File: config.mk
export PLATFORM = sky130hd
export DESIGN_NAME = fetch_sequencer
export DESIGN_NICKNAME = d
export VERILOG_FILES = /design/src/rtl/fetch_pkg.sv /design/src/rtl/fetch_queue.sv /design/src/rtl/fetch_sequencer.sv
export SDC_FILE = /design/constraint.sdc
export NUM_CORES = 1
export LEC_CHECK = 0
export BUFFER_PORTS_ARGS = -buffer_cell sky130_fd_sc_hd__buf_2
export CAP_MARGIN = 20
export CELL_PAD_IN_SITES_DETAIL_PLACEMENT = 1
export CELL_PAD_IN_SITES_GLOBAL_PLACEMENT = 1
export CORE_ASPECT_RATIO = 0.75
export CORE_UTILIZATION = 45
export DETAILED_ROUTE_END_ITERATION = 12
export GPL_TIMING_DRIVEN = 0
export PLACE_DENSITY = 0.86
export SYNTH_ARGS = -nofsm -noshare
export SYNTH_HDL_FRONTEND = slang
export SYNTH_SLANG_ARGS = --single-unit
export TNS_END_PERCENT = 30
File: constraint.sdc
create_clock -name clk -period 10.1 [get_ports clk]
set_clock_uncertainty 0.1 [all_clocks]
set_input_delay 0 -clock clk [delete_from_list [all_inputs] [get_ports clk]]
set_output_delay 0 -clock clk [all_outputs]
set_load 0.005 [all_outputs]
File: src/rtl/fetch_pkg.sv
// rtl/fetch_pkg.sv - shared types and defaults for the instruction fetch sequencer
package fetch_pkg;

  localparam int IW_DEF  = 16;
  localparam int AW_DEF  = 5;
  localparam int PCW_DEF = 16;
  localparam logic [3:0] HALT_OP_DEF = 4'hF;

  typedef enum logic [1:0] {
    IDLE = 2'd0,
    RUN  = 2'd1,
    HALT = 2'd2
  } state_t;

  typedef struct packed {
    logic [PCW_DEF-1:0] pc;
    logic [IW_DEF-1:0]  ins;
  } entry_t;

endpackage

File: src/rtl/fetch_queue.sv
// rtl/fetch_queue.sv - small prefetch FIFO with flush, count and zeroed head when empty
module fetch_queue #(
  parameter int W     = 32,
  parameter int DEPTH = 2,
  localparam int CW   = $clog2(DEPTH + 1),
  localparam int PW   = (DEPTH > 1) ? $clog2(DEPTH) : 1
) (
  input  logic          clk,
  input  logic          reset,
  input  logic          flush,
  input  logic          push,
  input  logic [W-1:0]  push_data,
  input  logic          pop,
  output logic [CW-1:0] count,
  output logic          head_valid,
  output logic [W-1:0]  head_data
);

  logic [W-1:0]  mem [DEPTH];
  logic [PW-1:0] rd_ptr;
  logic [PW-1:0] wr_ptr;

  function automatic logic [PW-1:0] ptr_inc(input logic [PW-1:0] p);
    return (p == PW'(DEPTH - 1)) ? '0 : p + PW'(1);
  endfunction

  // Flush wins over a same-cycle push: the pushed word is dropped with the rest.
  always_ff @(posedge clk) begin
    if (reset || flush) begin
      rd_ptr <= '0;
      wr_ptr <= '0;
      count  <= '0;
    end else begin
      if (push) wr_ptr <= ptr_inc(wr_ptr);
      if (pop)  rd_ptr <= ptr_inc(rd_ptr);
      case ({push, pop})
        2'b10:   count <= count + CW'(1);
        2'b01:   count <= count - CW'(1);
        default: count <= count;
      endcase
    end
  end

  always_ff @(posedge clk) begin
    if (push && !flush && !reset) mem[wr_ptr] <= push_data;
  end

  assign head_valid = (count != '0);
  assign head_data  = head_valid ? mem[rd_ptr] : '0;

endmodule

File: src/rtl/fetch_sequencer.sv
// rtl/fetch_sequencer.sv - PC owner and fetch control feeding decode through a prefetch queue
module fetch_sequencer
  import fetch_pkg::*;
#(
  parameter int             IW       = IW_DEF,
  parameter int             AW       = AW_DEF,
  parameter int             PCW      = PCW_DEF,
  parameter int             DEPTH    = 2,
  parameter logic [PCW-1:0] RESET_PC = '0,
  parameter logic [3:0]     HALT_OP  = HALT_OP_DEF
) (
  input  logic           clk,
  input  logic           reset,
  input  logic           start,
  input  logic           redirect_valid,
  input  logic [PCW-1:0] redirect_pc,
  output logic [AW-1:0]  imem_addr,
  input  logic [IW-1:0]  imem_data,
  output logic           ins_valid,
  output logic [IW-1:0]  ins_data,
  output logic [PCW-1:0] ins_pc,
  input  logic           ins_ready,
  output logic [PCW-1:0] pc,
  output logic           busy,
  output logic           halted
);

  localparam int CW = $clog2(DEPTH + 1);

  state_t         state;
  state_t         state_nx;
  logic [PCW-1:0] pc_nx;
  logic [CW-1:0]  count;
  logic           pop;
  logic           flush;
  logic           fetch;
  logic           halt_hit;

  assign pop      = ins_valid && ins_ready;
  assign flush    = redirect_valid && (state != IDLE);
  // A pop frees a slot in the same cycle, so a full queue still streams at one word per cycle.
  assign fetch    = (state == RUN) && !redirect_valid && ((count < CW'(DEPTH)) || pop);
  assign halt_hit = (imem_data[IW-1 -: 4] == HALT_OP);

  always_comb begin
    state_nx = state;
    pc_nx    = pc;
    case (state)
      IDLE: begin
        if (start) begin
          state_nx = RUN;
          pc_nx    = RESET_PC;
        end
      end
      RUN, HALT: begin
        if (redirect_valid) begin
          state_nx = RUN;
          pc_nx    = redirect_pc;
        end else if (fetch) begin
          if (halt_hit) state_nx = HALT;
          else          pc_nx    = pc + PCW'(1);
        end
      end
      default: state_nx = IDLE;
    endcase
  end

  always_ff @(posedge clk) begin
    if (reset) begin
      state <= IDLE;
      pc    <= RESET_PC;
    end else begin
      state <= state_nx;
      pc    <= pc_nx;
    end
  end

  fetch_queue #(
    .W     (PCW + IW),
    .DEPTH (DEPTH)
  ) u_queue (
    .clk        (clk),
    .reset      (reset),
    .flush      (flush),
    .push       (fetch),
    .push_data  ({pc, imem_data}),
    .pop        (pop),
    .count      (count),
    .head_valid (ins_valid),
    .head_data  ({ins_pc, ins_data})
  );

  assign imem_addr = pc[AW-1:0];
  assign busy      = (state != IDLE);
  assign halted    = (state == HALT) && (count == '0);

endmodule

After elaboration in Yosys (flattened, before gate mapping):

Memory sizes are Yosys's and may differ from the RTL's. A register that Yosys moved wholly into a read port is not among the register bits.
Index checks and enable logic that the tools add are counted.

* logic and storage cells: 60
* bits in writable memories: 64
* register bits: 22
* memories kept: 1
* input port bits: 37
* output and inout port bits: 56

* $add $sub $neg: 5
* $lt $le $gt $ge: 1
* muxes and demuxes: 18
* equality and inequality tests: 9
* reduce and logical (&&, ||, !) cells: 21

Memory list
* u_queue.mem: depth 2, width 32, rd ports 1, clocked after memory_dff 1, write ports 1, line fetch_queue.sv:19 `logic [W-1:0] mem [DEPTH];`

Operators with widths (count)
* 2-to-1 mux 16 bit: 4
* 2-to-1 mux 32 bit: 1
* case mux 16 bit (2 select lines): 1
* adder 16 x 1 -> 16 bit, second input constant: 1
* 2-to-1 mux 2 bit: 4
* case mux 2 bit (2 select lines): 2
* nonzero test 2 bit: 4
* logical AND 1 bit: 7
* 2-to-1 mux 1 bit: 6
* != test 3 bit, second input constant: 2
* equality test 2 x 1 -> 1 bit, second input constant: 2
* equality test 2 bit, second input constant: 2
* equality test 4 bit, second input constant: 1
* logical NOT 2 bit: 2
* AND reduction 4 bit: 1
* logical NOT 1 bit: 3
* != test 3 x 2 -> 1 bit, second input constant: 1
* AND reduction 3 bit: 1
* adder 1 bit, second input constant: 2
* adder 2 x 1 -> 2 bit, second input constant: 1
* logical OR 1 bit: 2
* < comparator 2 bit, second input constant: 1
* != test 2 bit, second input constant: 1
* OR reduction 2 bit: 1
* subtractor 2 x 1 -> 2 bit, second input constant: 1

Depth between registers and ports, before layout:

* word-level depth: 8
* mapped depth: 9
* gate-level depth less buffers: 8

Cells and area by module:

From an unflattened synthesis, not the netlist that was laid out.

* cell total of the unflattened synthesis: 348
* area, all modules: 4184.0 um^2

Modules (own cells, without submodules)
* fetch_queue: cells each 158, times used 1, seq. area each 2021.9 um^2, area each 2618.8 um^2
* fetch_sequencer: cells each 190, times used 1, seq. area each 360.3 um^2, area each 1565.3 um^2

Worst setup path before layout:

OpenSTA, ideal clock, no wires.

* path kind: register to register
* from: register state[1]
* to: memory u_queue.mem[1][0] (enable)
* path slack: 6.036 ns
* stages on the path, launching flop included: 7
* setup time: 0.468 ns
* required time: 9.532 ns
* buffers on the path: 1
* period minus slack after synthesis: 4.064 ns
* arrival time: 3.496 ns
* cell sequence: dfxtp_1 -> inv_1 -> ha_1 -> inv_1 -> or3_1 -> clkbuf_1 -> nor3b_1

* cells in the longest elaborated chain, start to end: 7
* elaborated cells between the ends (all ways): 10
* those cells by class: eq/ne: 1; mux: 2; reduce/logical: 7

RTL lines
* start: declaration: line fetch_sequencer.sv:30 `state_t state;`
* start signal: assignment: line fetch_sequencer.sv:73 `state <= state_nx;`
* equality test 2 x 1 -> 1 bit / nonzero test 2 bit (equally long branches): line fetch_sequencer.sv:42, fetch_sequencer.sv:40
* logical AND 1 bit (on tied branches): line fetch_sequencer.sv:42, fetch_sequencer.sv:40
* logical AND 1 bit / logical NOT 1 bit (equally long branches): line fetch_sequencer.sv:42, fetch_queue.sv:45
* logical AND 1 bit (*) (2 in a row): line fetch_queue.sv:45 `if (push && !flush && !reset) mem[wr_ptr] <= push_data;`
* 2-to-1 mux 1 bit (*): line fetch_queue.sv:45
* 2-to-1 mux 1 bit (not written as such) (*): line fetch_queue.sv:45
* end: declaration: line fetch_queue.sv:19

Mark *: on every way between the ends. The rest lies on a longest branch, timed or not.

Worst setup path after layout:

* from: register state[1]
* to: register pc[2]

* cells in the longest elaborated chain, start to end: 5
* elaborated cells between the ends (all ways): 12
* those cells by class: eq/ne: 5; mux: 1; reduce/logical: 6

RTL lines
* equality test 2 x 1 -> 1 bit: line fetch_sequencer.sv:42, fetch_sequencer.sv:48
* logical AND 1 bit (2 in a row): line fetch_sequencer.sv:42 `assign fetch = (state == RUN) && !redirect_valid && ((count < CW'(DEPTH)) || pop);`
* != test 3 x 2 -> 1 bit (no source line)
* AND reduction 4 bit (no source line)
* end signal: assignment: line fetch_sequencer.sv:74 `pc <= pc_nx;`
* end: declaration: line fetch_sequencer.sv:23 `output logic [PCW-1:0] pc,`

Parallel ways exist; a longest one is shown, timed or not.
A chain may end at the register's enable or synchronous reset.

==> out/qor.json <==
{
  "run_status": "finished, final reports clean",
  "grt.met2_usage_pct": 46.5,
  "fin_hold_ws_ns": 0.0101,
  "post_synth_main_area_contributors": "edfxtp_1, dfxtp_1, mux2i_1",
  "grt_usage_pct": 27.2,
  "cp_max_fo": 10,
  "syn_avg_cell_area_sq_um": 11.7,
  "power_density_nw_per_um2": 179,
  "cts-buffers-inserted": 9,
  "p_int_uw": 699,
  "post_cts_buffers": 0,
  "die_w_um": 111,
  "swShare_pct": 26.1,
  "clock_insertion_delay_worst_skew_ns": 0.35,
  "ys_top_cells_by_count": "edfxtp_1, nor2_1, mux2i_1",
  "timing.final.setup_violations": 0,
  "fin_crit_ns": 2.90,
  "detail_route.first_pass.iterations": 5,
  "timing.slew.headroom_pct": 40.7,
  "ios": 93,
  "dominantRegCellSynth": "edfxtp_1",
  "initial_utilization_pct": 46.8,
  "area_growth_from_synthesis_to_layout_pct": 32.5,
  "ys_ff_latch": 87,
  "power_leakage_nw": 2.11,
  "min_path_type": "primary input to flip-flop",
  "dieHeight_um": 83.6,
  "clk_pin_slew_worst_paths_ns": 0.07,
  "number_of_vias_per_cell_after_detailed_routing": 5.77,
  "std_cell_rows": 29,
  "max_cap_viol_count": 0,
  "fraction_of_registers_with_async_set_reset_pct": 0,
  "num_vias": 3411,
  "max_slew.worst_pin.slew_ns": 0.880,
  "fillerInstances": 906,
  "post_synth_instance_area_sq_um": 3990,
  "synth.net_count": 384,
  "clk_root_buffer_cell": "clkbuf_16",
  "share_of_post_route_cells_with_drive_strength_above_1_pct": 29.2,
  "globalRoute.totalOverflow": 0,
  "synth.yosys.seq_area_share_pct": 59.7,
  "finalCritPeriodShare_pct": 28.7,
  "post_cts.resized_instances": 0,
  "p_comb_share_pct": 16.5,
  "irDropWorstVdd_mv": 0.100,
  "cp.required_ns": 10.28,
  "slew_viol_final": 0,
  "core_area_sq_um": 8530,
  "wl_um": 12500,
  "layout.nets": 521,
  "netSwitchingPower_uw": 247,
  "startpoint_type": "flip-flop",
  "yosys_warnings": 0,
  "antenna-diode-count": 0,
  "met1_capacity_usage_during_global_routing_pct": 34.4,
  "largest_net_degree_at_the_start_of_global_routing": 16,
  "timing.setup.critical_path_class": "flip-flop to flip-flop",
  "clock_group_share_of_total_power_pct": 41.2,
  "seqPwrFrac_pct": 42.3,
  "leading_area_contributor_after_synthesis": "edfxtp_1",
  "rsz0062_at_grt": "false",
  "clock_sink_count": 87,
  "critical_path.endpoint_type": "flip-flop",
  "post-synth-top-count-cell": "edfxtp_1",
  "grt_pass1_wl_um": 19100,
  "grt-busiest-layer": "met2",
  "drc": 0,
  "synth_edf_count": 64,
  "synthCells": 341,
  "initial_antenna_violation_count": 0,
  "synthDistinctLibCells": 57,
  "power.total_uw": 946,
  "htreeDepth": 3,
  "data_arrival_critical_path_ns": 3.08,
  "buffer_ports.inserted": 92,
  "globalRouteMet3Util_pct": 5.81,
  "drt-wirelength-per-cell_um": 21.2,
  "cts_max_path_buffers": 2,
  "number_of_global_route_vias_before_repair": 3479,
  "hpwl_um": 8100,
  "cts_tree": "yes",
  "final.setup.tns_ns": 0,
  "die_area_sq_um": 9250,
  "count_of_nets_left_with_antenna_violations_after_detail_routing": 0,
  "gp_congestion": 0.825,
  "fmax_ghz": 0.345,
  "hold_vio_cnt_final": 0,
  "drt-initial-drc-count": 203,
  "post-synth-top-area-fraction_pct": 48.2
}
-- stage by stage --
| stage | worst slack, ns | cells | instance area (sq um) | utilization (%) |
|---|---|---|---|---|
| floorplan | 6.04 | 341 | 3990 | - |
| global placement | 4.58 | 541 | 4590 | 53.8 |
| detailed placement | 7.38 | 547 | 4660 | 54.7 |
| CTS | 7.35 | 591 | 5290 | 62.0 |
| global route | 7.08 | 591 | 5290 | 62.0 |
| finish | 7.20 | 591 | 5290 | 62.0 |
-- cell type report --
cell class                 count  area (sq um)  share of cell area, %
sequential                    87          2380                   45.1
multi-input combinational    226          1470                   27.9
timing repair buffer         126           805                   15.2
clock buffer                  10           229                   4.33
tap                          108           135                   2.56
buffer                        21           119                   2.25
clock inverter                 6           118                   2.22
inverter                       7          26.3                  0.497
-- layout by cell type, fill, tap and decap left out, types with 3 or more instances in the layout --
cell type / netlist / final
clkbuf_16: 0 / 9
nor2_1: 51 / 51
nand4_1: 3 / 3
nand2_1: 21 / 21
a31oi_1: 3 / 3
a21oi_1: 21 / 21
o21ai_0: 16 / 16
nand3_1: 5 / 5
edfxtp_1: 64 / 64
o311ai_0: 3 / 3
bufinv_16: 0 / 3
o31ai_1: 3 / 3
dlygate4sd3_1: 0 / 28
clkbuf_1: 9 / 10
buf_2: 5 / 97
and2_1: 4 / 4
inv_1: 7 / 7
ha_1: 6 / 6
buf_6: 2 / 7
dfxtp_1: 23 / 23
nand2b_1: 4 / 4
nor2b_1: 4 / 4
mux2i_1: 33 / 33
buf_4: 5 / 6
-- layer usage --
layer | up-vias | wire length [um]
met5 | - | 0
met2 | 179 | 6210
met3 | 32 | 901
met1 | 1666 | 5100
li1 | 1534 | -
met4 | 0 | 296
-- flip-flops by register name (all words and copies together) (netlist names), named ones only --
register and cells:
pc 16, state 2, u_queue.rd_ptr 1, u_queue.wr_ptr 1
u_queue.count 2, u_queue.mem 64
-- power groups by stage --
stage,clock network (mW),logic (mW),registers (mW)
6_report,0.390,0.156,0.400
5_1_grt,0.404,0.167,0.400
2_1_floorplan,0,0.0834,0.405
4_1_cts,0.389,0.153,0.399
3_5_place_dp,0,0.143,0.407
3_3_place_gp,0,0.134,0.407
-- critical path, cell delays in order (launching register included) --
cell and delay, ns:
dfxtp_1 0.36, inv_1 0.09, ha_1 0.37, clkbuf_1 0.44
nand2_1 0.11, nor2_1 0.15, o21ai_0 0.34, o21ai_0 0.28
dlygate4sd3_1 0.58
-- path summary, 6_finish.rpt --
path                         start          endpoint  slack (ns)  cells past startpoint
setup reg to reg          state[1]             pc[2]        7.20                      8
hold / removal      redirect_pc[6]             pc[6]        0.01                      5
setup / recovery          state[1]             pc[2]        7.20                      8
hold reg to reg   u_queue.count[1]  u_queue.count[1]        0.43                      2
-- logic make-up after synthesis --
| group | synth area share, % |
|---|---|
| adders and majority gates | 1.88 |
| muxes | 8.84 |
| and+or+nand+nor | 14.3 |
| xor gates and xnor gates | 0.878 |
| buffers and inverters | 3.64 |
| DFF | 59.7 |
| AOI/OAI and AO/OA | 10.8 |
-- what timing repair did --
action	in CTS	in global routing
hold buffers	28	0
setup endpoints to repair	0	0
hold endpoints to repair	43	0
Power figures use the tool's default switching activity.
